<file path="src/rtl/uart_pkg.sv">
// Shared encodings for the UART transmit frame controller.
package uart_pkg;

  localparam logic [2:0] IDLE   = 3'd0;
  localparam logic [2:0] START  = 3'd1;
  localparam logic [2:0] DATA   = 3'd2;
  localparam logic [2:0] PARITY = 3'd3;
  localparam logic [2:0] STOP   = 3'd4;

  localparam logic PAR_EVEN = 1'b0;
  localparam logic PAR_ODD  = 1'b1;

  typedef enum logic [2:0] {
    ST_IDLE   = IDLE,
    ST_START  = START,
    ST_DATA   = DATA,
    ST_PARITY = PARITY,
    ST_STOP   = STOP
  } tx_state_t;

  // A new frame may only be accepted from these states.
  function automatic logic can_accept(input tx_state_t s);
    return (s == ST_IDLE) || (s == ST_STOP);
  endfunction

endpackage

</file>
<file path="src/rtl/uart_tx_fsm_parity_calc.sv">
// Combinational parity of a data word; even or odd selected by PAR_TYP.
module parity_calc
  import uart_pkg::*;
#(
  parameter int DATAWIDTH = 8
) (
  input  logic [DATAWIDTH-1:0] data,
  input  logic                 PAR_TYP,
  output logic                 parity
);

  always_comb begin
    parity = ^data;
    case (PAR_TYP)
      PAR_EVEN: parity = ^data;
      PAR_ODD:  parity = ~^data;
      default:  parity = ^data;
    endcase
  end

endmodule

</file>
<file path="src/rtl/uart_tx_fsm.sv">
// UART transmit frame sequencer: start, data (from serializer), optional parity, stop.
// Outputs are decoded combinationally from state, captured config and ser_data.
module uart_tx_fsm
  import uart_pkg::*;
#(
  parameter int DATAWIDTH = 8,
  parameter int TOWIDTH   = 4
) (
  input  logic                 clk,
  input  logic                 rst,
  input  logic                 Data_Valid,
  input  logic [DATAWIDTH-1:0] P_DATA,
  input  logic                 PAR_EN,
  input  logic                 PAR_TYP,
  input  logic                 ser_data,
  input  logic                 ser_done,
  output logic                 ser_en,
  output logic                 TX_OUT,
  output logic                 Busy,
  output logic                 Tx_Err
);

  localparam logic [TOWIDTH-1:0] TIMEOUT = TOWIDTH'(DATAWIDTH + 1);

  tx_state_t          state_q, state_d;
  logic               par_bit_q, par_bit_d;
  logic               par_en_q, par_en_d;
  logic               err_q, err_d;
  logic [TOWIDTH-1:0] cnt_q, cnt_d;
  logic [TOWIDTH-1:0] cnt_inc;
  logic               par_calc;
  logic               accept;

  parity_calc #(
    .DATAWIDTH(DATAWIDTH)
  ) u_parity (
    .data   (P_DATA),
    .PAR_TYP(PAR_TYP),
    .parity (par_calc)
  );

  assign cnt_inc = cnt_q + TOWIDTH'(1);
  assign accept  = Data_Valid && can_accept(state_q);
  assign Tx_Err  = err_q;

  always_ff @(posedge clk or negedge rst) begin
    if (!rst) begin
      state_q   <= ST_IDLE;
      par_bit_q <= 1'b0;
      par_en_q  <= 1'b0;
      err_q     <= 1'b0;
      cnt_q     <= '0;
    end else begin
      state_q   <= state_d;
      par_bit_q <= par_bit_d;
      par_en_q  <= par_en_d;
      err_q     <= err_d;
      cnt_q     <= cnt_d;
    end
  end

  always_comb begin
    state_d   = state_q;
    par_bit_d = par_bit_q;
    par_en_d  = par_en_q;
    err_d     = err_q;
    cnt_d     = cnt_q;
    TX_OUT    = 1'b1;
    Busy      = 1'b0;
    ser_en    = 1'b0;

    case (state_q)
      ST_IDLE: begin
        state_d = ST_IDLE;
      end
      ST_START: begin
        TX_OUT  = 1'b0;
        Busy    = 1'b1;
        state_d = ST_DATA;
      end
      ST_DATA: begin
        TX_OUT = ser_data;
        Busy   = 1'b1;
        ser_en = 1'b1;
        cnt_d  = cnt_inc;
        // A done on the timeout edge is a normal completion.
        if (ser_done) begin
          state_d = par_en_q ? ST_PARITY : ST_STOP;
        end else if (cnt_inc == TIMEOUT) begin
          state_d = ST_STOP;
          err_d   = 1'b1;
        end
      end
      ST_PARITY: begin
        TX_OUT  = par_bit_q;
        Busy    = 1'b1;
        state_d = ST_STOP;
      end
      ST_STOP: begin
        Busy    = 1'b1;
        state_d = ST_IDLE;
      end
      default: begin
        state_d = ST_IDLE;
      end
    endcase

    // Acceptance in STOP chains straight into the next start bit.
    if (accept) begin
      state_d   = ST_START;
      par_bit_d = par_calc;
      par_en_d  = PAR_EN;
      err_d     = 1'b0;
      cnt_d     = '0;
    end
  end

endmodule
</file>
<file path="config.mk">
export PLATFORM = sky130hd
export DESIGN_NAME = uart_tx_fsm
export DESIGN_NICKNAME = d
export VERILOG_FILES = /design/src/rtl/uart_pkg.sv /design/src/rtl/uart_tx_fsm_parity_calc.sv /design/src/rtl/uart_tx_fsm.sv
export SDC_FILE = /design/constraint.sdc
export NUM_CORES = 1
export LEC_CHECK = 0
export BUFFER_PORTS_ARGS = -buffer_cell sky130_fd_sc_hd__buf_2
export CORE_AREA = 8 8 50 52
export CTS_BUF_LIST = sky130_fd_sc_hd__clkbuf_16
export DETAILED_ROUTE_END_ITERATION = 6
export DIE_AREA = 0 0 58 60
export GPL_ROUTABILITY_DRIVEN = 0
export SYNTH_ARGS = -nofsm -noshare
export SYNTH_HDL_FRONTEND = slang
export SYNTH_HIERARCHICAL = 1
export SYNTH_SLANG_ARGS = --single-unit
</file>
<file path="constraint.sdc">
create_clock -name clk -period 2.15 [get_ports clk]
set_clock_uncertainty 0.15 [all_clocks]
set_input_delay 0.1075 -clock clk [delete_from_list [all_inputs] [get_ports clk]]
set_output_delay 0.1075 -clock clk [all_outputs]
set_load 0.02 [all_outputs]
</file>
After elaboration in Yosys (flattened, before gate mapping)
Cells that the tools add are included.
{"block": "classes", "addsub": 1, "multipliers": 0, "n_div": 0, "n_lt_le_gt_ge": 0, "eq_ne": 7, "shifts": 0, "muxes": 15, "bitwise_logic": 1, "reduce_logical": 9}
{"op": "$mux W3", "n": 4}
{"op": "$pmux W3 S3", "n": 1}
{"op": "$mux W4", "n": 2}
{"op": "$reduce_xnor A8 Y1", "n": 1}
{"op": "$reduce_xor A8 Y1", "n": 1}
{"op": "$eq A3 B2 Y1 const B", "n": 2}
{"op": "$mux W1", "n": 6}
{"op": "$add A4 B1 Y4 const B", "n": 1}
{"op": "$eq A4 B4 Y1 const B", "n": 1}
{"op": "$ne A4 B4 Y1 const B", "n": 1}
{"op": "$reduce_bool A2 Y1", "n": 2}
{"op": "$reduce_or A4 Y1", "n": 1}
{"op": "$eq A3 B1 Y1 const B", "n": 1}
{"op": "$eq A3 B3 Y1 const B", "n": 1}
{"op": "$logic_not A3 Y1", "n": 1}
{"op": "$pmux W1 S3", "n": 1}
{"op": "$reduce_and A3 Y1", "n": 1}
{"op": "$ne A2 B1 Y1 const B", "n": 1}
{"op": "$pmux W1 S2", "n": 1}
{"op": "$logic_and A1 B1 Y1", "n": 1}
{"op": "$logic_or A1 B1 Y1", "n": 1}
{"op": "$not A1 Y1", "n": 1}
{"block": "word_totals", "ff_bits": 10, "latch_bits": 0, "mem_bits_rw": 0, "romBits": 0, "in_bits": 15, "out_inout_bits": 4, "elab_cells": 38, "memories": 0}

Longest topological paths before layout
Gate-level depths: netlist of the first run.
{"block": "depth", "depth_word": 6, "depth_mapped": 6, "mapped_depth_nobuf": 6}

By module
Netlist of the first run, hierarchy kept.
{"mod": "uart_tx_fsm", "instances": 1, "cells_each": 56, "area_each_um2": 586.8, "seq_area_each_um2": 250.2}
{"mod": "parity_calc", "instances": 1, "cells_each": 7, "area_each_um2": 82.6, "seq_area_each_um2": 0.0}

Worst setup path after synthesis of the first run
Ideal clock, no wire load.
{"block": "synth_timing", "path_kind": "reg-to-reg", "from": "register cnt_q[0]", "to": "register state_q[2]", "setup_time_ns": 0.096, "t_arrival_ns": 1.224, "required_time_ns": 1.904, "path_slack_ns": 0.680, "path_stages_with_launch": 6, "n_path_buf": 0, "synth_period_minus_slack_ns": 1.470, "cell_sequence": "dfrtp_1 inv_1 ha_1 nor2b_1 a32oi_1 a311oi_2"}
{"block": "synth_via", "elab_chain_cells": 3}
{"item": "start, declared", "line": "uart_tx_fsm.sv:29", "rtl": "logic [TOWIDTH-1:0] cnt_q, cnt_d;"}
{"item": "start signal, assigned", "line": "uart_tx_fsm.sv:58", "rtl": "cnt_q <= cnt_d;"}
{"item": "$add A4 B1 Y4", "line": "uart_tx_fsm.sv:42", "rtl": "assign cnt_inc = cnt_q + TOWIDTH'(1);"}
{"item": "$eq A4 B4 Y1", "line": "uart_tx_fsm.sv:89", "rtl": "end else if (cnt_inc == TIMEOUT) begin"}
{"item": "$ne A4 B4 Y1 (no line)"}
{"item": "end signal, assigned", "line": "uart_tx_fsm.sv:54", "rtl": "state_q <= state_d;"}
{"item": "end, declared", "line": "uart_tx_fsm.sv:25", "rtl": "tx_state_t state_q, state_d;"}
No other way between the ends.
A chain may end at the register's enable or synchronous reset.

Final worst setup path of the first run
{"block": "layout_timing", "from": "register cnt_q[0]", "to": "register state_q[1]"}
Same word-level chain as after synthesis.

==> results of run 1 <==
[flip-flops by register name, summed over array words and instances, names as in the netlist]
signal / cells
state_q: 3
Tx_Err: 1
par_en_q: 1
par_bit_q: 1
cnt_q: 4
[cell usage in the layout, fill, tap and decap left out, types with 2 or more instances in the layout]
master         count
buf_2             18
dfrtp_1           10
nand2_1           10
xnor2_1            7
inv_1              5
dlygate4sd3_1      4
nand3_1            3
clkbuf_16          3
o21ai_0            2
mux2_2             2
mux2i_1            2
a21oi_1            2
ha_1               2
[report_power, final]
part / internal [uW] / switching (uW) / leakage [uW]
Clock: 240 / 78.3 / 0.0000370
Sequential: 247 / 84.3 / 0.000131
Combinational: 191 / 220 / 0.000270
[metrics by stage]
stage / util / hold slack, ps / total power (uW)
floorplan: - / -338 / 632
global placement: 0.434 / -167 / 738
detailed placement: 0.434 / -171 / 742
CTS: 0.498 / 119 / 1070
global route: 0.498 / 143 / 1130
finish: 0.498 / 109 / 1060
[cell usage after synthesis]
cell and count:
nand2b_1 1, xnor2_1 7, nand3_1 3, ha_1 2
nand2_1 10, nand2b_4 1, a21oi_1 2, a32oi_1 1
a311oi_2 1, mux2i_1 2, and2_1 1, nor2_8 1
o21ai_2 1, xnor2_2 1, nor2b_1 1, mux2_2 2
o31ai_1 1, a21boi_2 1, nor2_4 1, inv_1 5
and3b_1 1, xnor3_1 1, a32o_2 1, nor2_1 1
o21ai_0 2, o211ai_2 1, xor2_1 1, dfrtp_1 10
[critical path: cells and delay by family (launching register included)]
kind                     cells  cell delay [ps]
buffers and inverters        1               70
AO/OA/AOI/OAI                2              360
AND/OR/NAND/NOR              2              260
adder cells (fa/ha/maj)      1              180
flip-flops                   1              440
[worst paths after layout]
path,start,to,depth (start not counted)
max,cnt_q[0]$_DFFE_PN0P_,state_q[1]$_DFFE_PN0P_,6
min,rst,cnt_q[0]$_DFFE_PN0P_,2
max reg2reg,cnt_q[0]$_DFFE_PN0P_,state_q[1]$_DFFE_PN0P_,6
min reg2reg,Tx_Err$_DFFE_PN0P_,Tx_Err$_DFFE_PN0P_,1
max in group asynchronous,rst,state_q[1]$_DFFE_PN0P_,2
min in group clk,P_DATA[1],par_bit_q$_DFFE_PN0P_,4
[metal layers]
metal	track usage	vias to the layer above	wire length (um)
met5	0	-	0
met4	0.0524	0	21
met3	0.0237	2	70
met2	0.126	11	586
met1	0.103	244	571
li1	-	267	-
[repair_timing]
item,4_1_cts,5_1_grt
resized for setup,0,0
endpoints found under the hold margin,14,0
hold buffers,4,0
buffers inserted,0,0
[cell families after synthesis]
family | count (synthesis) | synth area share
AOI/OAI and AO/OA | 11 | 0.142
xor gates and xnor gates | 10 | 0.163
adders and majority gates | 2 | 0.0374
buffers and inverters | 5 | 0.0280
DFF | 10 | 0.374
muxes | 4 | 0.0636
and+or+nand+nor | 21 | 0.193
[layout make-up]
cell class	count	area, um^2
Fill cell	161	905
Multi-Input combinational cell	48	400
Sequential cell	10	250
Timing Repair Buffer	22	130
Clock buffer	3	75.1
Tap cell	18	22.5
Inverter	5	18.8
==> impl_metrics.py, run 1 <==
metrics = {
    "status": {
        "outcome": "complete, no violations",
    },
    "final_layout": {
        "diodes": 0,
        "drive_above_1_share": 0.364,
        "fin_cells": 106,
        "nets": 107,
        "final_area_um2": 897,
        "syn2layout_area_growth_pct": 34.0,
    },
    "setup_path": {
        "start_kind": "flop",
        "cp_cell_sequence": "inv_1, ha_1, nor2b_1, a32oi_1, nand3_1, o31ai_1",
        "cp.arrival_ps": 1540,
        "r2r_slack_ps": 590,
        "slowest_stage": "dfrtp_1",
        "worst_ep_required_time_ps": 2130,
        "cp-end-kind": "flop",
        "slowest_delay_ps": 440,
        "criticalPathCategory": "flop to flop",
        "critPathMaxFanout": 6,
    },
    "clock_tree": {
        "h-tree-depth": 1,
        "clockRootBuffer": "clkbuf_16",
        "clk_pin_slew_ps": 40,
        "cts.sinks": 10,
        "cts.path.max_buffers": 2,
        "cts_tree": "yes",
        "clock_latency_ps": 230,
        "numCtsBuffers": 3,
    },
    "routing": {
        "vias": 524,
        "drtIter0Drc": 8,
        "post_drt_wl_per_cell_um": 11.8,
        "wirelength_um": 1250,
        "vias_per_cell": 4.94,
        "firstDrtPassIters": 2,
        "detail-route-antenna-nets": 0,
        "drcViolationCount": 0,
    },
    "floorplanning": {
        "start_util": 0.372,
        "rows": 16,
        "dieHeight_um": 60,
        "core-area_um2": 1800,
        "die-width_um": 58,
        "pin_count": 19,
        "dieArea_um2": 3480,
    },
    "timing": {
        "min_period_ps": 1560,
        "slew_headroom": 0.793,
        "drv_slew": 0,
        "timing.setup.tns_ps": 0,
        "setup_viol": 0,
        "period_share": 0.725,
        "rsz0062_at_grt": "no",
        "hold_violations": 0,
        "tightest_slew_ps": 311,
        "fin_ws_ps": 591,
        "max_freq_mhz": 641,
    },
    "placement": {
        "post-place-ws_ps": 598,
        "placedCellCount": 99,
        "portBuffers": 18,
        "placed_area_um2": 782,
        "hpwl_um": 978,
    },
    "grt": {
        "grt_overflow": 0,
        "grt_start_max_net_pins": 11,
        "grt_pass1_vias": 526,
        "grt_pass1_wl_um": 2210,
        "grt.total_usage": 0.0839,
        "antenna_found_initial": 0,
    },
    "power_and_ir_drop": {
        "ir_drop_mv": 0.646,
        "p_leak_uw": 0.000438,
        "power.density_nw_per_um2": 1180,
    },
    "logic_synthesis": {
        "ys_seq_area_frac": 0.374,
        "syn_avg_cell_area_um2": 10.6,
        "yosys_warnings": 6,
        "synth_nets": 80,
        "netlist.area_leader.share": 0.374,
        "syn_inst": 63,
        "synth_area_um2": 669,
        "synthDistinctLibCells": 28,
        "synth_top_cell_by_area": "dfrtp_1",
        "synth.area.top_cells": "dfrtp_1 (37%), xnor2_1 (9.2%), nand2_1 (5.6%)",
        "synth-seq-cells": 10,
    },
    "flow_run": {
        "cap_violations": 0,
    },
    "min_path": {
        "hold_class": "primary input to asynchronous set/reset pin",
    },
}
(Power assumes the default switching activity.)
==> run 2: changes to the inputs <==
==> constraint.sdc (replaced) <==
create_clock -name clk -period 1.4 [get_ports clk]
set_clock_uncertainty 0.15 [all_clocks]
set_input_delay 0.07 -clock clk [delete_from_list [all_inputs] [get_ports clk]]
set_output_delay 0.07 -clock clk [all_outputs]
set_load 0.02 [all_outputs]
==> impl_metrics.py, run 2 (synthesis gave the netlist of run 1 again) <==
metrics = {
    "flow_run": {
        "cap_violations": 0,
    },
    "final_layout": {
        "largest_register_ffs": 4,
        "top_regs": "cnt_q: 4 flops, state_q: 3 flops",
        "top_register": "cnt_q",
        "layout_commonest_cell": "buf_2",
        "diodes": 0,
        "nets": 118,
        "drive_above_1_share": 0.525,
        "syn2layout_area_growth_pct": 54.0,
        "fillers": 164,
        "final_cell_mix": "buf_2 (16), nand2_1 (10), dfrtp_1 (9), buf_4 (9), xnor2_1 (7)",
        "fin_cells": 117,
    },
    "clock_tree": {
        "cts.sinks": 10,
        "clock_latency_ps": 240,
        "numCtsBuffers": 3,
        "clockRootBuffer": "clkbuf_16",
        "clk_pin_slew_ps": 40,
        "cts_tree": "yes",
        "h-tree-depth": 1,
        "cts.path.max_buffers": 2,
    },
    "setup_path": {
        "cp.arrival_ps": 1440,
        "critPathMaxFanout": 5,
        "crit_buf_inv": 1,
        "slowest_delay_ps": 420,
        "start_kind": "flop",
        "slowest_stage": "dfrtp_1",
        "cp_cell_sequence": "inv_1, ha_2, nor2b_4, o211ai_2, a311oi_2",
        "crit_family": "flip-flops",
        "worst_ep_required_time_ps": 1390,
        "criticalPathCategory": "flop to flop",
        "cp-end-kind": "flop",
    },
    "timing": {
        "holdWs_ps": 77.0,
        "setup_viol": 3,
        "rsz0062_at_grt": "yes",
        "timing.setup.tns_ps": -105,
        "max_freq_mhz": 692,
        "drv_slew": 0,
        "fin_ws_ps": -45.9,
        "hold_violations": 0,
        "min_period_ps": 1450,
        "period_share": 1.03,
        "tightest_slew_ps": 317,
        "slew_headroom": 0.789,
    },
    "power_and_ir_drop": {
        "p_int_uw": 1270,
        "p_sw_frac": 0.349,
        "ir_drop_mv": 1.02,
        "power.density_nw_per_um2": 1890,
        "p_clk_frac": 0.257,
        "seqPwrFrac": 0.251,
        "p_sw_uw": 680,
        "p_leak_uw": 0.000505,
        "p_comb_frac": 0.492,
    },
    "routing": {
        "wirelength_um": 1710,
        "vias": 590,
        "vias_per_cell": 5.04,
        "firstDrtPassIters": 4,
        "drcViolationCount": 0,
        "detail-route-antenna-nets": 0,
        "post_drt_wl_per_cell_um": 14.6,
        "drtIter0Drc": 8,
    },
    "min_path": {
        "hold_class": "primary input to asynchronous set/reset pin",
    },
    "floorplanning": {
        "pin_count": 19,
        "dieArea_um2": 3480,
        "start_util": 0.372,
        "rows": 16,
        "core-area_um2": 1800,
        "dieHeight_um": 60,
        "die-width_um": 58,
    },
    "status": {
        "outcome": "finished, violations left",
        "violations": "setup timing",
    },
    "grt": {
        "grt.total_usage": 0.121,
        "grt_overflow": 0,
        "grt_start_max_net_pins": 11,
        "grt_pass1_vias": 651,
        "antenna_found_initial": 0,
        "grt_pass1_wl_um": 3020,
    },
    "placement": {
        "placedCellCount": 105,
        "portBuffers": 18,
        "hpwl_um": 1200,
    },
}
-- run 2: timing repair --
action,CTS,global route
hold buffers,4,0
buffers inserted,3,2
setup endpoints to repair,6,6
resized for setup,10,3
pin swaps,5,2
hold endpoints to repair,14,0
-- run 2: through the flow --
stage	total power, uW	util	area [um^2]	setup slack, ps
after floorplan	993	-	687	-0.478
after global placement	1240	0.469	845	-11.6
after detailed placement	1250	0.469	845	-43.9
after CTS	1880	0.558	1010	-32.7
after global routing	2080	0.572	1030	-115
final	1950	0.572	1030	-45.9
-- run 2: layer usage --
layer	vias up	part of all wire	track usage
met3	4	0.072	0.0473
met5	-	0	0
met4	0	0.033	0.115
met1	277	0.39	0.120
met2	18	0.51	0.189
li1	291	-	-
-- run 2: final cells by class --
cell class                 count  area (um^2)  share of cell area
multi-input combinational     48          430               0.417
timing repair buffer          33          233               0.226
clock buffer                   3         75.1              0.0728
tap                           18         22.5              0.0218
sequential                    10          251               0.244
inverter                       5         18.8              0.0182
-- run 2: final timing paths --
kind	from	endpoint	slack, ps	cells past startpoint
setup reg to reg	cnt_q[1]$_DFFE_PN0P_	state_q[2]$_DFFE_PN0P_	-50	5
hold / removal	rst	state_q[1]$_DFFE_PN0P_	80	2
hold reg to reg	Tx_Err$_DFFE_PN0P_	Tx_Err$_DFFE_PN0P_	340	1
min in group clk	P_DATA[1]	par_bit_q$_DFFE_PN0P_	130	4
setup / recovery	cnt_q[1]$_DFFE_PN0P_	state_q[2]$_DFFE_PN0P_	-50	5
max in group asynchronous	rst	state_q[0]$_DFFE_PN0P_	810	2
-- run 2: power groups by stage --
stage / logic, uW / clock network (uW) / registers, uW
3_5_place_dp: 763 / 0 / 490
3_3_place_gp: 755 / 0 / 485
2_1_floorplan: 502 / 0 / 491
5_1_grt: 1040 / 536 / 505
4_1_cts: 876 / 517 / 490
6_report: 959 / 502 / 489
-- run 2: worst reg2reg max path, cell delays in order, from the launching register on --
cell and delay [ps]:
dfrtp_1 420, inv_1 90, ha_2 170, nor2b_4 170, o211ai_2 120, a311oi_2 240
